`src/rtl/bip_debug_unit_pkg.sv`:
```
// Shared constants for the BIP debug unit: FSM encodings, start command, counter sizing.
// Latency: n/a (constants only).
// Backpressure: n/a.
package bip_debug_unit_pkg;

    // FSM encodings, kept as plain 2-bit constants so they match legacy dumps
    localparam logic [1:0] ST_IDLE    = 2'd0;
    localparam logic [1:0] ST_RUN     = 2'd1;
    localparam logic [1:0] ST_SEND    = 2'd2;
    localparam logic [1:0] ST_WAIT_TX = 2'd3;

    // 'S' launches a program run
    localparam logic [7:0] CMD_START_DEF = 8'h53;

    // Width of a counter indexing n items, never below one bit
    function automatic int cnt_width(input int n);
        return (n <= 2) ? 1 : $clog2(n);
    endfunction

endpackage

```
`src/rtl/bip_debug_unit_if.sv`:
```
// Bundle of UART byte, CPU control and status signals around the debug unit.
// Latency: n/a (wiring only).
// Backpressure: tx side is paced by tx_done; rx side has none (bytes outside IDLE are dropped).
//   master: debug unit side (drives bip_enable, tx_start, tx_data, busy, timeout)
//   slave : environment side (drives rx_*, finish_program, result, tx_done)
interface bip_debug_unit_if #(
    parameter int DATA_W = 32
);
    logic [7:0]        rx_data;
    logic              rx_done;
    logic              finish_program;
    logic [DATA_W-1:0] result;
    logic              tx_done;
    logic              bip_enable;
    logic              tx_start;
    logic [7:0]        tx_data;
    logic              busy;
    logic              timeout;

    modport master (
        input  rx_data, rx_done, finish_program, result, tx_done,
        output bip_enable, tx_start, tx_data, busy, timeout
    );

    modport slave (
        output rx_data, rx_done, finish_program, result, tx_done,
        input  bip_enable, tx_start, tx_data, busy, timeout
    );
endinterface

```
`src/rtl/bip_debug_unit_watchdog.sv`:
```
// Run-time watchdog: counts enabled cycles and flags the last allowed cycle.
// Latency: o_expired is combinational on the count, high in the WDT_LIMIT-th enabled cycle.
// Backpressure: none.
//   i_clk, i_reset (async, active-low), i_clr (sync clear), i_en (count), o_expired
module bip_debug_unit_watchdog #(
    parameter int               WDT_W     = 16,
    parameter logic [WDT_W-1:0] WDT_LIMIT = '1
) (
    input  logic i_clk,
    input  logic i_reset,
    input  logic i_clr,
    input  logic i_en,
    output logic o_expired
);
    localparam logic [WDT_W-1:0] LAST = WDT_LIMIT - 1'b1;

    logic [WDT_W-1:0] r_cnt;

    always_ff @(posedge i_clk or negedge i_reset) begin
        if (!i_reset) begin
            r_cnt <= '0;
        end else if (i_clr) begin
            r_cnt <= '0;
        end else if (i_en) begin
            r_cnt <= r_cnt + 1'b1;
        end
    end

    // Count starts at 0 in the first run cycle, so LAST marks exactly WDT_LIMIT cycles
    assign o_expired = i_en && (r_cnt == LAST);

endmodule

```
`src/rtl/bip_debug_unit.sv`:
```
// Debug controller: start CPU on 'S', stop on halt edge or watchdog, stream result LSB-first.
// Latency: stop event -> first tx_start 1 cycle; tx_done -> next tx_start 1 cycle.
// Backpressure: one byte in flight, next byte waits for tx_done; rx ignored outside IDLE.
//   i_clk, i_reset (async, active-low), bus (bip_debug_unit_if.master)
module bip_debug_unit
    import bip_debug_unit_pkg::*;
#(
    parameter int               DATA_W    = 32,
    parameter logic [7:0]       CMD_START = CMD_START_DEF,
    parameter int               WDT_W     = 16,
    parameter logic [WDT_W-1:0] WDT_LIMIT = '1
) (
    input  logic             i_clk,
    input  logic             i_reset,
    bip_debug_unit_if.master bus
);
    localparam int N_BYTES = DATA_W / 8;
    localparam int CNT_W   = cnt_width(N_BYTES);

    logic [1:0]        r_state;
    logic              r_fin_q;
    logic [DATA_W-1:0] r_shreg;
    logic [CNT_W-1:0]  r_byte_cnt;
    logic              r_bip_enable;
    logic              r_timeout;

    logic w_fin_rise;
    logic w_start;
    logic w_wdt_expired;

    // A halt level left high from the previous run produces no edge here
    assign w_fin_rise = bus.finish_program & ~r_fin_q;
    assign w_start    = (r_state == ST_IDLE) && bus.rx_done && (bus.rx_data == CMD_START);

    bip_debug_unit_watchdog #(
        .WDT_W     (WDT_W),
        .WDT_LIMIT (WDT_LIMIT)
    ) u_wdt (
        .i_clk     (i_clk),
        .i_reset   (i_reset),
        .i_clr     (w_start),
        .i_en      (r_state == ST_RUN),
        .o_expired (w_wdt_expired)
    );

    always_ff @(posedge i_clk or negedge i_reset) begin
        if (!i_reset) begin
            r_state      <= ST_IDLE;
            r_fin_q      <= 1'b0;
            r_shreg      <= '0;
            r_byte_cnt   <= '0;
            r_bip_enable <= 1'b0;
            r_timeout    <= 1'b0;
        end else begin
            r_fin_q <= bus.finish_program;
            case (r_state)
                ST_IDLE: begin
                    if (w_start) begin
                        r_state      <= ST_RUN;
                        r_bip_enable <= 1'b1;
                        r_timeout    <= 1'b0;
                    end
                end
                ST_RUN: begin
                    // Halt edge has priority over a coincident watchdog expiry
                    if (w_fin_rise) begin
                        r_shreg      <= bus.result;
                        r_byte_cnt   <= '0;
                        r_bip_enable <= 1'b0;
                        r_state      <= ST_SEND;
                    end else if (w_wdt_expired) begin
                        r_shreg      <= '1;
                        r_byte_cnt   <= '0;
                        r_timeout    <= 1'b1;
                        r_bip_enable <= 1'b0;
                        r_state      <= ST_SEND;
                    end
                end
                ST_SEND: begin
                    r_state <= ST_WAIT_TX;
                end
                ST_WAIT_TX: begin
                    // Exit is tested before the increment, so the byte counter never wraps
                    if (bus.tx_done) begin
                        if (r_byte_cnt == CNT_W'(N_BYTES - 1)) begin
                            r_state <= ST_IDLE;
                        end else begin
                            r_shreg    <= r_shreg >> 8;
                            r_byte_cnt <= r_byte_cnt + 1'b1;
                            r_state    <= ST_SEND;
                        end
                    end
                end
                default: r_state <= ST_IDLE;
            endcase
        end
    end

    assign bus.bip_enable = r_bip_enable;
    assign bus.tx_start   = (r_state == ST_SEND);
    assign bus.tx_data    = r_shreg[7:0];
    assign bus.busy       = (r_state != ST_IDLE);
    assign bus.timeout    = r_timeout;

endmodule

```
`src/flat_wrapper.sv`:
```
// flat-port wrapper written by rule: the top's interface ports become plain ports
module bip_debug_unit_flat import bip_debug_unit_pkg::*;
#(
    parameter int               DATA_W    = 32,
    parameter logic [7:0]       CMD_START = CMD_START_DEF,
    parameter int               WDT_W     = 16,
    parameter logic [WDT_W-1:0] WDT_LIMIT = '1
)
  (i_clk, i_reset, bus_rx_data, bus_rx_done, bus_finish_program, bus_result, bus_tx_done, bus_bip_enable, bus_tx_start, bus_tx_data, bus_busy, bus_timeout);
  bip_debug_unit_if #(.DATA_W(DATA_W)) bus_i ();
  input  logic i_clk;
  input  logic i_reset;
  input wire logic [$bits(bus_i.rx_data)-1:0] bus_rx_data;
  input wire logic [$bits(bus_i.rx_done)-1:0] bus_rx_done;
  input wire logic [$bits(bus_i.finish_program)-1:0] bus_finish_program;
  input wire logic [$bits(bus_i.result)-1:0] bus_result;
  input wire logic [$bits(bus_i.tx_done)-1:0] bus_tx_done;
  output wire logic [$bits(bus_i.bip_enable)-1:0] bus_bip_enable;
  output wire logic [$bits(bus_i.tx_start)-1:0] bus_tx_start;
  output wire logic [$bits(bus_i.tx_data)-1:0] bus_tx_data;
  output wire logic [$bits(bus_i.busy)-1:0] bus_busy;
  output wire logic [$bits(bus_i.timeout)-1:0] bus_timeout;
  assign bus_i.rx_data = bus_rx_data;
  assign bus_i.rx_done = bus_rx_done;
  assign bus_i.finish_program = bus_finish_program;
  assign bus_i.result = bus_result;
  assign bus_i.tx_done = bus_tx_done;
  assign bus_bip_enable = bus_i.bip_enable;
  assign bus_tx_start = bus_i.tx_start;
  assign bus_tx_data = bus_i.tx_data;
  assign bus_busy = bus_i.busy;
  assign bus_timeout = bus_i.timeout;
  bip_debug_unit #(.DATA_W(DATA_W), .CMD_START(CMD_START), .WDT_W(WDT_W), .WDT_LIMIT(WDT_LIMIT)) u_core (.i_clk(i_clk), .i_reset(i_reset), .bus(bus_i));
endmodule
```
`config.mk`:
```
export PLATFORM = sky130hd
export DESIGN_NAME = bip_debug_unit_flat
export DESIGN_NICKNAME = d
export VERILOG_FILES = /design/src/rtl/bip_debug_unit_pkg.sv /design/src/rtl/bip_debug_unit_if.sv /design/src/rtl/bip_debug_unit_watchdog.sv /design/src/rtl/bip_debug_unit.sv /design/src/flat_wrapper.sv
export SDC_FILE = /design/constraint.sdc
export NUM_CORES = 1
export LEC_CHECK = 0
export ABC_AREA = 1
export CAP_MARGIN = 20
export CORE_MARGIN = 3
export CORE_UTILIZATION = 28
export DETAILED_ROUTE_END_ITERATION = 7
export HOLD_SLACK_MARGIN = 0.12
export SLEW_MARGIN = 20
export SYNTH_ARGS = -nofsm -noshare
export SYNTH_HDL_FRONTEND = slang
export SYNTH_SLANG_ARGS = --single-unit
```
`constraint.sdc`:
```
create_clock -name i_clk -period 3.45 [get_ports i_clk]
set_clock_uncertainty 0.15 [all_clocks]
set_input_delay 0.8625 -clock i_clk [delete_from_list [all_inputs] [get_ports i_clk]]
set_output_delay 0.8625 -clock i_clk [all_outputs]
set_load 0.05 [all_outputs]
```
=== Word-level counts from Yosys, hierarchy flattened ===
Index checks and enable logic that the tools add are counted.

* Bits in registers: 55
* Bits in latches: 0
* RAM bits: 0
* ROM bits: 0
* Bits of input ports: 45
* Output and inout port bits: 12
* Memories: 0

* Add/subtract/negate cells: 2
* $mul: 0
* Divide/modulo/power cells: 0
* $lt $le $gt $ge: 0
* Eq/ne operators: 12
* Shift-type cells: 0
* Muxes and demuxes: 26
* Bitwise logic cells: 2
* Reductions and logical operators: 12

{| class="wikitable"
|+ Operators by type and width
! cell !! count
|-
| $mux 32 || 4
|-
| $pmux 32 s2 || 1
|-
| $mux 16 || 2
|-
| $mux 2 || 9
|-
| $add 16x1->16 const B || 1
|-
| $eq 16x16->1 const B || 1
|-
| $eq 8x7->1 const B || 1
|-
| $ne 2x2->1 const B || 4
|-
| $pmux 2 s4 || 1
|-
| $reduce_and 4->1 || 2
|-
| $reduce_bool 2->1 || 4
|-
| $eq 2x2->1 const B || 3
|-
| $mux 1 || 6
|-
| $reduce_and 3->1 || 2
|-
| $pmux 1 s2 || 2
|-
| $pmux 2 s2 || 1
|-
| $logic_and 1x1->1 || 3
|-
| $ne 3x1->1 const B || 1
|-
| $add 2x1->2 const B || 1
|-
| $eq 2x1->1 const B || 1
|-
| $logic_not 2->1 || 1
|-
| $ne 2x1->1 const B || 1
|-
| $and 1x1->1 || 1
|-
| $not 1->1 || 1
|}

=== Longest topological paths before layout ===
* Word-level depth: 5
* Mapped depth: 10

=== Modules after synthesis ===
A second synthesis with hierarchy kept.

* Cell total of the unflattened synthesis: 431
* Area, all modules: 3234.4 um^2

{| class="wikitable"
|+ Modules (own cells, without submodules)
! module !! instances !! cells each !! area each (um^2) !! seq. area each (um^2)
|-
| bip_debug_unit || 1 || 300 || 2277.2 || 975.9
|-
| bip_debug_unit_watchdog || 1 || 131 || 957.2 || 400.4
|}

=== Worst setup path after synthesis ===
OpenSTA, ideal clock, no wires.

* Path type: reg2out
* Start: register u_core.r_state[1]
* End: output port bus_tx_start
* Arrival: 1196 ps
* Path slack: 1241 ps
* Cell stages (with the launch flop): 4
* Cell sequence: dfrtp_1 > buf_4 > inv_1 > nor2_1

* Longest elaborated chain between the ends: 1

{| class="wikitable"
|+ RTL lines
! what !! RTL line !! RTL
|-
| start, declared || bip_debug_unit.sv:20 || <nowiki>logic [1:0] r_state;</nowiki>
|-
| start signal, assigned || bip_debug_unit.sv:48 || <nowiki>r_state <= ST_IDLE;</nowiki>
|-
| start signal, assigned || bip_debug_unit.sv:59 || <nowiki>r_state <= ST_RUN;</nowiki>
|-
| start signal, assigned || bip_debug_unit.sv:70 || <nowiki>r_state <= ST_SEND;</nowiki>
|-
| $eq 2x2->1 || bip_debug_unit.sv:100 || <nowiki>assign bus.tx_start = (r_state == ST_SEND);</nowiki>
|-
| end, declared || flat_wrapper.sv:19 || <nowiki>output wire logic [$bits(bus_i.tx_start)-1:0] bus_tx_start;</nowiki>
|}

No other way between the ends.

=== Final worst setup path ===
* Start: input port bus_finish_program
* End: register u_core.r_shreg[23]

* Longest elaborated chain between the ends: 3
* Elaborated cells on any way between the ends: 5

{| class="wikitable"
|+ RTL lines
! what !! RTL line !! RTL
|-
| start, declared || flat_wrapper.sv:15 || <nowiki>input wire logic [$bits(bus_i.finish_program)-1:0] bus_finish_program;</nowiki>
|-
| $and 1x1->1 * || bip_debug_unit.sv:32 || <nowiki>assign w_fin_rise = bus.finish_program & ~r_fin_q;</nowiki>
|-
| $ne 3x1->1 (no source line) / $mux 32 (equally long branches) || n/a ||
|-
| $reduce_and 4->1 (no source line) / $pmux 32 s2 (equally long branches) || n/a ||
|-
| end signal, assigned || bip_debug_unit.sv:67 || <nowiki>r_shreg <= bus.result;</nowiki>
|-
| end signal, assigned || bip_debug_unit.sv:88 || <nowiki>r_shreg <= r_shreg >> 8;</nowiki>
|-
| end, declared || bip_debug_unit.sv:22 || <nowiki>logic [DATA_W-1:0] r_shreg;</nowiki>
|}

Every way passes the cells marked *; elsewhere a longest branch is shown, timed or not.
A chain may end at the register's enable or synchronous reset.

==> metrics.csv <==
metric;value;unit
Hold WS;322;ps
Worst Hold Path EP;u_core.r_shreg[25];
status;finished clean;
RSZ-0062 raised after global routing;false;
RR Endpoint;u_core.r_shreg[31];
Mapped Nets;482;
Worst EP required;3480;ps
CP max FO;23;
Max Root-Sink Buffers;2;
ant diodes;0;
hold-fix buffer count after cts;0;
maxcap violations;0;
Yosys cell types;29;
flop-to-flop setup slack;1100;ps
Max Slew Vio Count;0;
post-route cell area;0.00392;sq mm
simple-gate share of the synthesized area;0.355;
actual slew at the worst max-slew pin;700;ps
Worst Path Arrival;2560;ps
Most used DFF post-synth;dfrtp_1;
peak supply drop;323;uV
post-route ant nets;0;
final period utilization;0.735;
HPWL Detailed;5210;microns
Mapped Area;0.00317;sq mm
post-synth top area cell;dfrtp_1;
largest net degree at the start of global routing;56;
Yosys reg bits;55;
Worst Setup Slack, final;914;ps
# resized after CTS;0;
Die W;112;microns
DRC Markers;0;
Area growth, synth to finish;23.3;%
final setup vio count;0;
Fmax;0.394;GHz
Std-Cell Core Area;0.0109;sq mm
vias in the first global route;2698;
# fillers;1168;
drt wl/cell;12.7;microns
Initial Util;0.290;
dpl ws;605;ps
Max-slew headroom;0.533;
dpl cells;602;
Post-CTS Setup Inserts;0;
pwr dens;838;mW/mm^2
CP Capture Type;register;
most frequent cells after synthesis;nand2_1, dfrtp_1, nand4_1, o21ai_0, nand3_1;
Synth Area in Adders;0.0118;
CP Class;in2reg;
mux cell area share after synthesis;0;
XOR/XNOR Fraction of Synth Area;0.00276;
Clock Latency Late Sink;290;ps
Setup TNS;0;ps
clock sinks;55;
DR iter-0 viols;168;
first-pass GRT wire length;13200;microns
Yosys top cell area share;0.434;
IO buf count;56;
layout cells sized above 1;0.0617;
async set or reset register ratio after synthesis;1.00;
register area share after synthesis;0.434;
Multi-input gate area;0.00146;sq mm
Reg2Reg Depth;8;
Root Driver;clkbuf_16;
# H-tree levels;2;
Startpoint Class;input port;
Hold Path Class;reg2reg;
# IOs;57;
Layout Cells excl Fill;610;
hold path depth;2;
HP Start;u_core.r_shreg[25];
Compound-Gate Fraction of Synth Area;0.0895;
Post-synth EDFFs;0;
Routed WL;7720;microns
Die Ht;112;microns
GRT Util Overall;0.125;
RR Startpoint;u_core.r_state[1];
grt ovf;0;
fin crit period;2540;ps
Layout Nets;517;
routed via count;2906;
Final Hold Viols;0;
placed inst area;0.00375;sq mm
YS warnings;0;
initial antenna violation count;0;
Pre-antenna DRT Iters;4;
Vias per Instance;4.76;
top post-synthesis cells by area;dfrtp_1, nand2_1, nand4_1;
largest family of logic cells by synthesized area;simple AND/OR/NAND/NOR gates;
total CTS buffers;5;
leakage;1.82;nW
Row Count;38;
Gate Count Post-Synth;434;
GP Congestion;0.802;
TritonCTS clock tree;built;
Reg clk slew, reported paths;70;ps
Sequential Area;0.00138;sq mm
top-count cell post-synth;nand2_1;
synthesized area per cell;7.31;sq um
die area;0.0127;sq mm
## routing by layer
layer,up-vias,wire [microns],GRT usage
met2,86,3540,0.193
li1,1491,-,-
met5,-,0,0
met3,9,428,0.0221
met4,0,127,0.0401
met1,1320,3630,0.177
## stage by stage
step                total power, mW  utilization
detailed placement             2.74        0.343
floorplan                      2.41            -
global route                   3.58        0.358
finish                         3.28        0.358
global placement               2.70        0.343
CTS                            3.33        0.358
## area by class of cell
class                   instances  share of cell area
well taps                     140              0.0447
repair buffers                 64               0.156
clock buffers                   6              0.0329
multi-input cells             309               0.372
flip-flops and latches         55               0.352
inverters                      34              0.0326
clock inverters                 2             0.00991
## layout by cell type (no fill, tap or decap)
cell	n
buf_2	1
buf_4	10
o21a_1	1
clkbuf_1	1
a21oi_2	2
a211oi_1	1
or2_1	1
nand3_2	2
a21oi_1	8
nor3_1	2
nor2_1	28
inv_2	2
nand3_1	33
o21ai_0	37
o21ai_1	2
nor2_4	1
o21bai_1	1
ha_1	3
o21ai_2	1
nand2_1	140
nor3b_1	1
xor2_1	1
nand2_2	1
inv_1	32
nor2_2	2
nand4_1	40
clkdlybuf4s50_1	53
bufinv_16	1
clkbuf_16	5
nand3b_1	1
inv_6	1
dfrtp_1	55
## power breakdown
part / switching (mW) / leakage [nW] / internal (mW)
clock network: 0.228 / 0.0815 / 0.346
registers: 0.167 / 0.669 / 0.916
logic: 1.08 / 1.07 / 0.549
total: 1.47 / 1.82 / 1.81
## registers in the layout, indices dropped and copies added, names as in the netlist
register / count
u_core.bus.bip_enable: 1
u_core.r_shreg: 32
u_core.bus.timeout: 1
u_core.r_state: 2
u_core.r_byte_cnt: 2
u_core.r_fin_q: 1
u_core.u_wdt.r_cnt: 16
## worst max path at each step
stage / cells past startpoint / end / from
after global routing: 7 / u_core.r_shreg[29] / bus_finish_program
after detailed placement: 7 / u_core.r_shreg[23] / bus_finish_program
final: 7 / u_core.r_shreg[23] / bus_finish_program
after CTS: 7 / u_core.r_shreg[23] / bus_finish_program
after floorplan: 3 / bus_tx_start / u_core.r_state[1]
after global placement: 7 / u_core.r_shreg[29] / bus_finish_program
## logic make-up (layout without fill, tap and decap cells)
family                     Yosys count  in the layout
AOI/OAI and AO/OA                   53             53
xor gates and xnor gates             1              1
adders and majority gates            3              3
buffers and inverters               70            106
DFF                                 55             55
and+or+nand+nor                    252            252
## critical path: stages
cell	delay (ps)
clkdlybuf4s50_1	550
nand2_1	430
buf_4	340
o21ai_0	150
nand2_1	70
nand4_1	90
nand2_1	60
Note: power is estimated with default switching activity, not from simulation.
